[src/rtl/step0_ctrl_pkg.sv]
// Shared constants and types for the step0 FFT stage sequencing controller.
package step0_ctrl_pkg;

   localparam int HALF     = 16;
   localparam int AW       = $clog2(HALF);
   localparam int FRAME    = 2 * HALF;
   localparam int SAMPLE_W = 9;
   localparam int BFLY_W   = 10;

   typedef enum logic {
      FILL = 1'b0,
      BFLY = 1'b1
   } state_t;

endpackage

[src/rtl/step0_ctrl_if.sv]
// Block buffer, butterfly and output-stream control bundle of step0_0.
// master = controller side, slave = framer/datapath side.
interface step0_ctrl_if;
   import step0_ctrl_pkg::*;

   logic          din_valid;
   logic          buf_wr_en;
   logic          buf_wr_sel;
   logic [AW-1:0] buf_wr_addr;
   logic [AW-1:0] buf_rd_addr;
   logic          bfly_en;
   logic          dout_valid;
   logic          dout_sel;
   logic [AW:0]   dout_idx;
   logic          frame_done;
   logic          busy;

   modport master (
      input  din_valid,
      output buf_wr_en, buf_wr_sel, buf_wr_addr, buf_rd_addr, bfly_en,
      output dout_valid, dout_sel, dout_idx, frame_done, busy
   );

   modport slave (
      output din_valid,
      input  buf_wr_en, buf_wr_sel, buf_wr_addr, buf_rd_addr, bfly_en,
      input  dout_valid, dout_sel, dout_idx, frame_done, busy
   );

endinterface

[src/rtl/step0_drain_ctr.sv]
// Drain engine: once armed, steps through HALF buffer addresses on
// consecutive cycles regardless of input flow, then idles.
module step0_drain_ctr
   import step0_ctrl_pkg::*;
(
   input  logic          i_clk,
   input  logic          i_rstn,
   input  logic          i_arm,
   output logic [AW-1:0] o_cnt,
   output logic          o_active,
   output logic          o_last
);

   logic [AW-1:0] r_cnt;
   logic          r_active;
   logic          w_last;

   assign w_last = r_active && (r_cnt == AW'(HALF - 1));

   // Arm restarts at address 0; the counter self-disarms after its last step.
   always_ff @(posedge i_clk) begin
      if (!i_rstn) begin
         r_cnt    <= '0;
         r_active <= 1'b0;
      end else if (i_arm) begin
         r_cnt    <= '0;
         r_active <= 1'b1;
      end else if (r_active) begin
         r_cnt <= w_last ? '0 : r_cnt + 1'b1;
         if (w_last) begin
            r_active <= 1'b0;
         end
      end
   end

   assign o_cnt    = r_cnt;
   assign o_active = r_active;
   assign o_last   = w_last;

endmodule

[src/rtl/step0_ctrl.sv]
// Sequencing controller for FFT stage step0_0: counts input blocks, drives
// the block buffer ports and butterfly enable, and schedules the output
// stream (add results direct, parked sub results drained afterwards).
//
//   state | meaning
//   ------+------------------------------------------------------------
//   FILL  | in_cnt < HALF: input blocks are stored at address in_cnt
//   BFLY  | in_cnt >= HALF: block pairs with stored block in_cnt-HALF,
//         | sub result written back in place, add result sent out
module step0_ctrl
   import step0_ctrl_pkg::*;
(
   input  logic          i_clk,
   input  logic          i_rstn,
   step0_ctrl_if.master  bus
);

   state_t        r_state;
   logic [AW:0]   r_in_cnt;
   logic          r_dout_valid;
   logic          r_dout_sel;
   logic [AW:0]   r_dout_idx;
   logic          r_frame_done;

   logic          w_fill_wr;
   logic          w_bfly;
   logic          w_last_in;
   logic [AW-1:0] w_bfly_addr;
   logic [AW-1:0] w_drain_cnt;
   logic          w_drain_active;
   logic          w_drain_last;

   assign w_fill_wr   = bus.din_valid && (r_state == FILL);
   assign w_bfly      = bus.din_valid && (r_state == BFLY);
   assign w_last_in   = w_bfly && (r_in_cnt == (AW+1)'(FRAME - 1));
   assign w_bfly_addr = AW'(r_in_cnt - (AW+1)'(HALF));

   step0_drain_ctr u_drain (
      .i_clk    (i_clk),
      .i_rstn   (i_rstn),
      .i_arm    (w_last_in),
      .o_cnt    (w_drain_cnt),
      .o_active (w_drain_active),
      .o_last   (w_drain_last)
   );

   // Input-side block counter and FILL/BFLY phase; frozen while din_valid is low.
   always_ff @(posedge i_clk) begin
      if (!i_rstn) begin
         r_state  <= FILL;
         r_in_cnt <= '0;
      end else if (bus.din_valid) begin
         r_in_cnt <= (r_in_cnt == (AW+1)'(FRAME - 1)) ? '0 : r_in_cnt + 1'b1;
         if (r_state == FILL) begin
            if (r_in_cnt == (AW+1)'(HALF - 1)) begin
               r_state <= BFLY;
            end
         end else begin
            if (r_in_cnt == (AW+1)'(FRAME - 1)) begin
               r_state <= FILL;
            end
         end
      end
   end

   // Output stream descriptor, one cycle behind the butterfly / drain step
   // to line up with the datapath output register. Drain and BFLY never
   // coincide because FILL lasts at least HALF cycles.
   always_ff @(posedge i_clk) begin
      if (!i_rstn) begin
         r_dout_valid <= 1'b0;
         r_dout_sel   <= 1'b0;
         r_dout_idx   <= '0;
         r_frame_done <= 1'b0;
      end else begin
         r_dout_valid <= w_bfly || w_drain_active;
         r_dout_sel   <= w_drain_active;
         r_frame_done <= w_drain_last;
         if (w_drain_active) begin
            r_dout_idx <= (AW+1)'(HALF) + {1'b0, w_drain_cnt};
         end else if (w_bfly) begin
            r_dout_idx <= {1'b0, w_bfly_addr};
         end else begin
            r_dout_idx <= '0;
         end
      end
   end

   assign bus.buf_wr_en   = w_fill_wr || w_bfly;
   assign bus.buf_wr_sel  = w_bfly;
   assign bus.buf_wr_addr = w_fill_wr ? r_in_cnt[AW-1:0] :
                            w_bfly    ? w_bfly_addr       : '0;
   assign bus.buf_rd_addr = w_drain_active ? w_drain_cnt :
                            w_bfly         ? w_bfly_addr : '0;
   assign bus.bfly_en     = w_bfly;

   assign bus.dout_valid  = r_dout_valid;
   assign bus.dout_sel    = r_dout_sel;
   assign bus.dout_idx    = r_dout_idx;
   assign bus.frame_done  = r_frame_done;
   assign bus.busy        = (r_in_cnt != '0) || w_drain_active || r_dout_valid;

endmodule

[src/flat_wrapper.sv]
// flat-port wrapper written by rule: the top's interface ports become plain ports
module step0_ctrl_flat import step0_ctrl_pkg::*;
  (i_clk, i_rstn, bus_din_valid, bus_buf_wr_en, bus_buf_wr_sel, bus_buf_wr_addr, bus_buf_rd_addr, bus_bfly_en, bus_dout_valid, bus_dout_sel, bus_dout_idx, bus_frame_done, bus_busy);
  step0_ctrl_if bus_i ();
  input  logic i_clk;
  input  logic i_rstn;
  input wire logic [$bits(bus_i.din_valid)-1:0] bus_din_valid;
  output wire logic [$bits(bus_i.buf_wr_en)-1:0] bus_buf_wr_en;
  output wire logic [$bits(bus_i.buf_wr_sel)-1:0] bus_buf_wr_sel;
  output wire logic [$bits(bus_i.buf_wr_addr)-1:0] bus_buf_wr_addr;
  output wire logic [$bits(bus_i.buf_rd_addr)-1:0] bus_buf_rd_addr;
  output wire logic [$bits(bus_i.bfly_en)-1:0] bus_bfly_en;
  output wire logic [$bits(bus_i.dout_valid)-1:0] bus_dout_valid;
  output wire logic [$bits(bus_i.dout_sel)-1:0] bus_dout_sel;
  output wire logic [$bits(bus_i.dout_idx)-1:0] bus_dout_idx;
  output wire logic [$bits(bus_i.frame_done)-1:0] bus_frame_done;
  output wire logic [$bits(bus_i.busy)-1:0] bus_busy;
  assign bus_i.din_valid = bus_din_valid;
  assign bus_buf_wr_en = bus_i.buf_wr_en;
  assign bus_buf_wr_sel = bus_i.buf_wr_sel;
  assign bus_buf_wr_addr = bus_i.buf_wr_addr;
  assign bus_buf_rd_addr = bus_i.buf_rd_addr;
  assign bus_bfly_en = bus_i.bfly_en;
  assign bus_dout_valid = bus_i.dout_valid;
  assign bus_dout_sel = bus_i.dout_sel;
  assign bus_dout_idx = bus_i.dout_idx;
  assign bus_frame_done = bus_i.frame_done;
  assign bus_busy = bus_i.busy;
  step0_ctrl u_core (.i_clk(i_clk), .i_rstn(i_rstn), .bus(bus_i));
endmodule
[config.mk]
export PLATFORM = sky130hd
export DESIGN_NAME = step0_ctrl_flat
export DESIGN_NICKNAME = d
export VERILOG_FILES = /design/src/rtl/step0_ctrl_pkg.sv /design/src/rtl/step0_ctrl_if.sv /design/src/rtl/step0_drain_ctr.sv /design/src/rtl/step0_ctrl.sv /design/src/flat_wrapper.sv
export SDC_FILE = /design/constraint.sdc
export NUM_CORES = 1
export LEC_CHECK = 0
export CORE_ASPECT_RATIO = 1.4
export CORE_UTILIZATION = 46
export CTS_CLUSTER_DIAMETER = 100
export DETAILED_ROUTE_END_ITERATION = 7
export PLACE_DENSITY_LB_ADDON = 0.2
export SLEW_MARGIN = 40
export SYNTH_ARGS = -nofsm -noshare
export SYNTH_HDL_FRONTEND = slang
export SYNTH_SLANG_ARGS = --single-unit
[constraint.sdc]
create_clock -name i_clk -period 2.2 [get_ports i_clk]
set_clock_uncertainty 0.15 [all_clocks]
set_input_delay 0.44 -clock i_clk [delete_from_list [all_inputs] [get_ports i_clk]]
set_output_delay 0.44 -clock i_clk [all_outputs]
set_load 0.01 [all_outputs]
-- Yosys cells after proc, flatten, opt, wreduce, memory -nomap -nowiden
Cells that the tools add are included.
- flip-flop bits (word level): 19
- input port bits: 3
- logic and storage cells: 40
- add/sub/neg operators: 4
- equal/unequal tests: 3
- multiplexer cells: 13
- bitwise logic cells: 2
- reductions and logical operators: 10
- operators by type and width (operator ; number):
    two-way mux 4 bit ; 5
    two-way mux 5 bit ; 2
    two-way mux 1 bit ; 6
    adder 5 x 1 -> 5 bit (second input constant) ; 1
    adder 5 x 4 -> 5 bit (first input constant) ; 1
    equality test 5 x 4 -> 1 bit (second input constant) ; 1
    equality test 5 bit (second input constant) ; 1
    nonzero test 5 bit ; 1
    adder 4 x 1 -> 4 bit (second input constant) ; 1
    equality test 4 bit (second input constant) ; 1
    logical AND 1 bit ; 4
    logical OR 1 bit ; 4
    subtractor 4 x 1 -> 4 bit (second input constant) ; 1
    inverter 1 bit ; 2
    OR reduction 2 bit ; 1

-- Longest topological paths before layout
- depth in word-level cells: 5
- depth in mapped cells: 6

-- Modules after synthesis
From an unflattened synthesis, not the netlist that was laid out.
- cells, all modules: 99
- area, all modules: 880.8 µm²
- modules (own cells, without submodules) (module ; instances ; cells an instance ; area each (µm²) ; sequential area each (µm²)):
    step0_ctrl ; 1 ; 76 ; 660.6 ; 280.3
    step0_drain_ctr ; 1 ; 23 ; 220.2 ; 100.1

-- Worst setup path after synthesis
No wires, ideal clock.
- kind: register to register
- start point: register u_core.r_in_cnt[0]
- end point: register u_core.r_in_cnt[2]
- setup time: 0.065 ns
- arrival time: 1.406 ns
- required time: 1.985 ns
- setup slack: 0.579 ns
- stages on the path, launching flop included: 7
- buffers on the path: 0
- period minus slack after synthesis: 1.621 ns
- path through: dfxtp_1 > ha_1 > and3_1 > ha_1 > nor4bb_1 > a21oi_1 > nor2b_1
- longest elaborated chain between the ends: 2
- elaborated cells on any way between the ends: 3
- RTL lines (element ; RTL line ; RTL):
    start: declaration ; step0_ctrl.sv:19 ; logic [AW:0] r_in_cnt;
    start signal: assignment ; step0_ctrl.sv:53 ; r_in_cnt <= (r_in_cnt == (AW+1)'(FRAME - 1)) ? '0 : r_in_cnt + 1'b1;
    adder 5 x 1 -> 5 bit / equality test 5 bit (equally long branches) ; step0_ctrl.sv:53 ;
    two-way mux 5 bit (*) ; step0_ctrl.sv:53 ;
Mark *: on every way between the ends. The rest lies on a longest branch, timed or not.
A chain may end at the register's enable or synchronous reset.

-- Worst setup path after layout
- start point: register u_core.r_in_cnt[0]
- end point: output port bus_busy
- longest elaborated chain between the ends: 3
- RTL lines (element ; RTL line ; RTL):
    nonzero test 5 bit ; step0_ctrl.sv:101 ; assign bus.busy = (r_in_cnt != '0) || w_drain_active || r_dout_valid;
    logical OR 1 bit (2 in series) ; step0_ctrl.sv:101 ;
    end: declaration ; flat_wrapper.sv:17 ; output wire logic [$bits(bus_i.busy)-1:0] bus_busy;
Every way passes these cells.

==> run metrics <==
fill cell count=between 150 and 200; Final WS setup=a little under 0.09 ns; first-pass GRT wire length=2760 um; top post-synthesis cells by count=19 x dfxtp_1, 15 x nand2_1, 6 x and2_1, 5 x ha_1, 5 x inv_1; Die Ht=53.26 um; setup TNS=0 ns; largest area contributor in the netlist=dfxtp_1; layout cell share with drive strength beyond 1=approximately 16%; RSZ-0062 raised after global routing=false; total track usage=a little under a fifth; pwr dens=between 400 and 500 mW/mm^2; Clk Latency, worst-skew pair=around 0.29 ns; Max-slew headroom=72.14%; slew at the pin with the worst max-slew slack=between 0.4 and 0.5 ns; DRC=0; Die Area=~0.0021 mm^2; Total Power=around 0.57 mW; clk sinks=19; Final Hold Viols=0; Initial Util=between 40% and 50%; finished layout cell area=about 0.0012 mm^2; VDD IR max=between 200 and 300 uV; status=complete, no violations; Pre-antenna DRT Iters=4; number of distinct library cells after synthesis=30; root buf cell=clkbuf_4; Synth top area share=44.06%; total grt overflow=0; Area Growth Syn to Fin=34.78%; Slew Limit Fails=0; yosys warns=0; Final #Nets=approximately 140; Crit-path slowest cell=clkdlybuf4s50_1; Hold Crit Class=flip-flop to flip-flop; kind of critical path=flip-flop to primary output; Placed Area=0.001130 mm^2; vias post-DR=approximately 750; dominant synthesized flop cell=dfxtp_1; Setup crit start kind=flip-flop; final period utilization=between 90% and 100%; LEAKAGE=0.5518 nW; dpl ws=-0.2898 ns; IO Port Bufs=22; CP required=1.61 ns; Worst setup EP type=primary output; CP Cell Sequence=inv_1 > ha_1 > nand3b_1 > clkdlybuf4s50_1; largest net degree at the start of global routing=16; Top Metal Used=met4; Routed met2 length=~950 um; drt total wl=around 1700 um; Cells after Synth=98; number of synthesized flops with an enable pin=0; WP data arrival=approximately 1.5 ns; Worst Path Max Fanout=7; top post-synthesis cells by area=dfxtp_1 44%, ha_1 7.2%, nand2_1 6.5%; setup violators final=0; gpl congestion=0.7099; HPWL Detailed=~1300 um; Max Cap Violations=0; Post-Syn Nets=106; ANT nets after route=0; I/O pins=23; min Tclk post-route=2.113 ns; routed length on met3=approximately 40 um; initial antenna violation count=0; synthesized cell area=863.3 um^2; Cell Rows=18; CTS tree=built; Max Root-Sink Buffers=2; core area=between 0.0015 and 0.002 mm^2; Worst-path clk slew=about 0.1 ns; Slowest Stage Delay on Critical Path=approximately 0.53 ns; syn_area_per_cell=just under 9 um^2; wl on met1=between 600 and 700 um; H-tree depth=1; Routed WL per cell=~12 um; hold_buf cts=0; Post-CTS Setup Bufs=0; max frequency=roughly 470 MHz; Async S/R FF share, synth=0%; CTS buffer count=3; DR vias/cell=approximately 5; vias in the first global route=between 600 and 700; #FFs+latches synth=19; count leader, synth=dfxtp_1; antenna diode count=0; Iter 0 DRT Violations=9; sequential share of the synthesized area=around 44%; Core Util, Final=between 60 and 70%; Die X=38.62 um
[critical path, delay by kind of cell (launching register included)]
kind          cells  cell delay (ns)
fa+ha+maj         1             0.18
buf+inv           2             0.58
flops             1             0.40
simple gates      1             0.08
[metal layers]
layer | global-route usage (%) | vias to the layer above
met5 | 0 | -
met4 | 10.34 | 0
met3 | 2.521 | 2
met2 | 33.89 | 10
met1 | 20.89 | 350
li1 | - | 383
[registers in the layout (all words and copies together) (netlist names), named ones only]
| register | count |
|---|---|
| u_core.bus.dout_idx | 5 |
| u_core.bus.dout_sel | 1 |
| u_core.bus.dout_valid | 1 |
| u_core.bus.frame_done | 1 |
| u_core.r_in_cnt | 5 |
| u_core.u_drain.o_active | 1 |
| u_core.u_drain.o_cnt | 4 |
[kinds of logic after synthesis]
logic type,after synthesis,share of synthesized area (%)
muxes,3,3.478
xor gates and xnor gates,2,2.029
buffers and inverters,11,6.232
adders and majority gates,5,7.246
and+or+nand+nor,44,27.10
DFF,19,44.06
AOI/OAI and AO/OA,14,9.855
[final timing paths]
path / depth (start not counted) / end / startpoint / slack (ns)
min reg2reg: 2 / u_core.u_drain.o_cnt[3]$_SDFFE_PP0P_ / u_core.u_drain.o_cnt[3]$_SDFFE_PP0P_ / 0.38
min: 2 / u_core.u_drain.o_cnt[3]$_SDFFE_PP0P_ / u_core.u_drain.o_cnt[3]$_SDFFE_PP0P_ / 0.38
max: 4 / bus_busy / u_core.r_in_cnt[0]$_SDFFE_PN0P_ / 0.09
max reg2reg: 6 / u_core.r_in_cnt[2]$_SDFFE_PN0P_ / u_core.r_in_cnt[0]$_SDFFE_PN0P_ / 0.41
[stage by stage]
stage	hold slack, ns	instances
finish	0.3825	146
global route	0.4173	146
CTS	0.3631	146
detailed placement	0.3469	142
global placement	0.3418	142
floorplan	0.3216	98
[area by class of cell]
type | instances | area, um^2 | area share (%)
clock buffers | 3 | 22.52 | 1.935
flip-flops and latches | 19 | 390.4 | 33.55
well taps | 20 | 25.02 | 2.151
inverters | 6 | 22.52 | 1.935
multi-input cells | 68 | 437.9 | 37.63
repair buffers | 29 | 260.3 | 22.37
clock inverters | 1 | 5.005 | 0.4301
[cells in the final DEF, fill, tap and decap left out, types with 4 or more instances in the layout]
cell,n
and2_1,5
buf_4,7
dlygate4sd2_1,9
nand2_1,15
inv_1,5
ha_1,5
nor2_1,4
clkdlybuf4s50_1,10
a21oi_1,4
dfxtp_1,15
nand3b_1,4
[power by group]
| group | internal [mW] | total [mW] | switching [mW] | leakage, nW |
|---|---|---|---|---|
| Sequential | 0.346 | 0.352 | 0.00579 | 0.156 |
| Combinational | 0.0246 | 0.0449 | 0.0203 | 0.378 |
| Clock | 0.0675 | 0.170 | 0.102 | 0.0177 |
| Total | 0.438 | 0.567 | 0.128 | 0.552 |
[what timing repair did]
| item | CTS | global route |
|---|---|---|
| gates cloned | 0 | 0 |
| resized for setup | 18 | 6 |
| setup endpoints to repair | 12 | 6 |
| endpoints found under the hold margin | 0 | 0 |
| pin swaps | 1 | 0 |
No activity file was read; power rests on OpenSTA's default activity.
==> RTL change: new RTL, same flow settings <==
`HALF`: 16 -> 32.
--- a/src/rtl/step0_ctrl_pkg.sv
+++ b/src/rtl/step0_ctrl_pkg.sv
@@ -1,7 +1,7 @@
 // Shared constants and types for the step0 FFT stage sequencing controller.
 package step0_ctrl_pkg;
 
-   localparam int HALF     = 16;
+   localparam int HALF     = 32;
    localparam int AW       = $clog2(HALF);
    localparam int FRAME    = 2 * HALF;
    localparam int SAMPLE_W = 9;
Interface: changed (resized bus_buf_rd_addr, bus_buf_wr_addr and bus_dout_idx); port bits go from 23 to 26. No check against the original RTL was run, so the function may have changed too.
==> RTL change against the unedited design <==
Critical path depth unchanged; worst setup slack worse by 0.0012 ns; sequential cell count up 3; hold slack worse by 0.017 ns; power up 20%; area after synthesis up 18%; global-route usage about the same; wire length up 26%; final area up 17%; critical path type unchanged.
==> RTL change: results <==
export IMPL_outcome="finished clean"
export IMPL_clock_buffers=4
export IMPL_wl_met3_um=70
export IMPL_pwr_share_seq_pct=58.9
export IMPL_grt_util_met3_pct=2.492
export IMPL_hold_end="u_core.r_state"
export IMPL_p_int_mw=0.5260
export IMPL_routed_wl_mm=2.114
export IMPL_clock_area_share_pct=2.663
export IMPL_inverters=2
export IMPL_avgSynthCellArea_sq_um=9.094
export IMPL_via_count=895
export IMPL_dieArea_sq_um=2409
export IMPL_wl_met1_um=846
export IMPL_yosys_top_cells_area="dfxtp_1 (43%), and2_1 (7.4%), ha_1 (4.9%)"
export IMPL_ir_worst_vdd_uv=299.3
export IMPL_nFillCells=171
export IMPL_r2r_setup_slack_ns=0.50
export IMPL_nNonClkBuffers=35
export IMPL_multi_input_comb_cells=79
export IMPL_ff_latch_area_sq_um=455.4
export IMPL_post_dp_hpwl_mm=1.577
export IMPL_comb_power_mw=0.0517
export IMPL_grt_pass1_vias=821
export IMPL_numPortBuffers=25
export IMPL_post_route_util_pct=67.43
export IMPL_relSlewSlack_pct=74.44
export IMPL_cts_sinks=22
export IMPL_drtIter0Drc=14
export IMPL_synth_nets=119
export IMPL_buf_share_pct=23.78
export IMPL_seq_area_frac_synth_pct=43.24
export IMPL_clk_latency_ns=0.32
export IMPL_cts_setup_buffers=2
export IMPL_dp_cells=157
export IMPL_grt_util_met1_pct=20.28
export IMPL_rr_endpoint="u_core.r_in_cnt[3]"
export IMPL_critPathLaunch="u_core.r_state"
export IMPL_vias_per_cell=5.491
export IMPL_setup_worst_path_end="bus_buf_rd_addr[4]"
export IMPL_grt_pass1_wl_mm=3.463
export IMPL_cts_resized=13
export IMPL_power_leakage_nw=0.6207
export IMPL_grt_max_degree=14
-- RTL change: through the flow --
step	total power, mW	TNS [ns]	setup slack (ns)	hold WS [ns]
3_5_place_dp	0.4632	-2.834	-0.2876	0.3600
2_1_floorplan	0.4410	0	0.7243	0.3195
3_3_place_gp	0.4624	-2.695	-0.2718	0.3598
4_1_cts	0.6899	0	0.0001061	0.3668
5_1_grt	0.7101	0	0.009194	0.3915
6_report	0.6809	0	0.08591	0.3651
-- RTL change: cell families (layout without fill, tap and decap cells) --
group                    after synthesis  after routing  share of synthesized area [%]
AND/OR/NAND/NOR                       52             52                          28.13
flip-flops                            22             22                          43.24
AO/OA/AOI/OAI                         16             16                          10.56
buffers and inverters                 11             41                          6.880
XOR/XNOR                               5              5                          4.301
adder cells (fa/ha/maj)                4              4                          4.914
multiplexers                           2              2                          1.966
-- RTL change: worst max-delay path, cell delays in order, from the launching register on --
cell and delay (ns):
dfxtp_2 0.37, and2_4 0.15, nand3b_1 0.08, nand2_1 0.07, clkdlybuf4s50_1 0.52
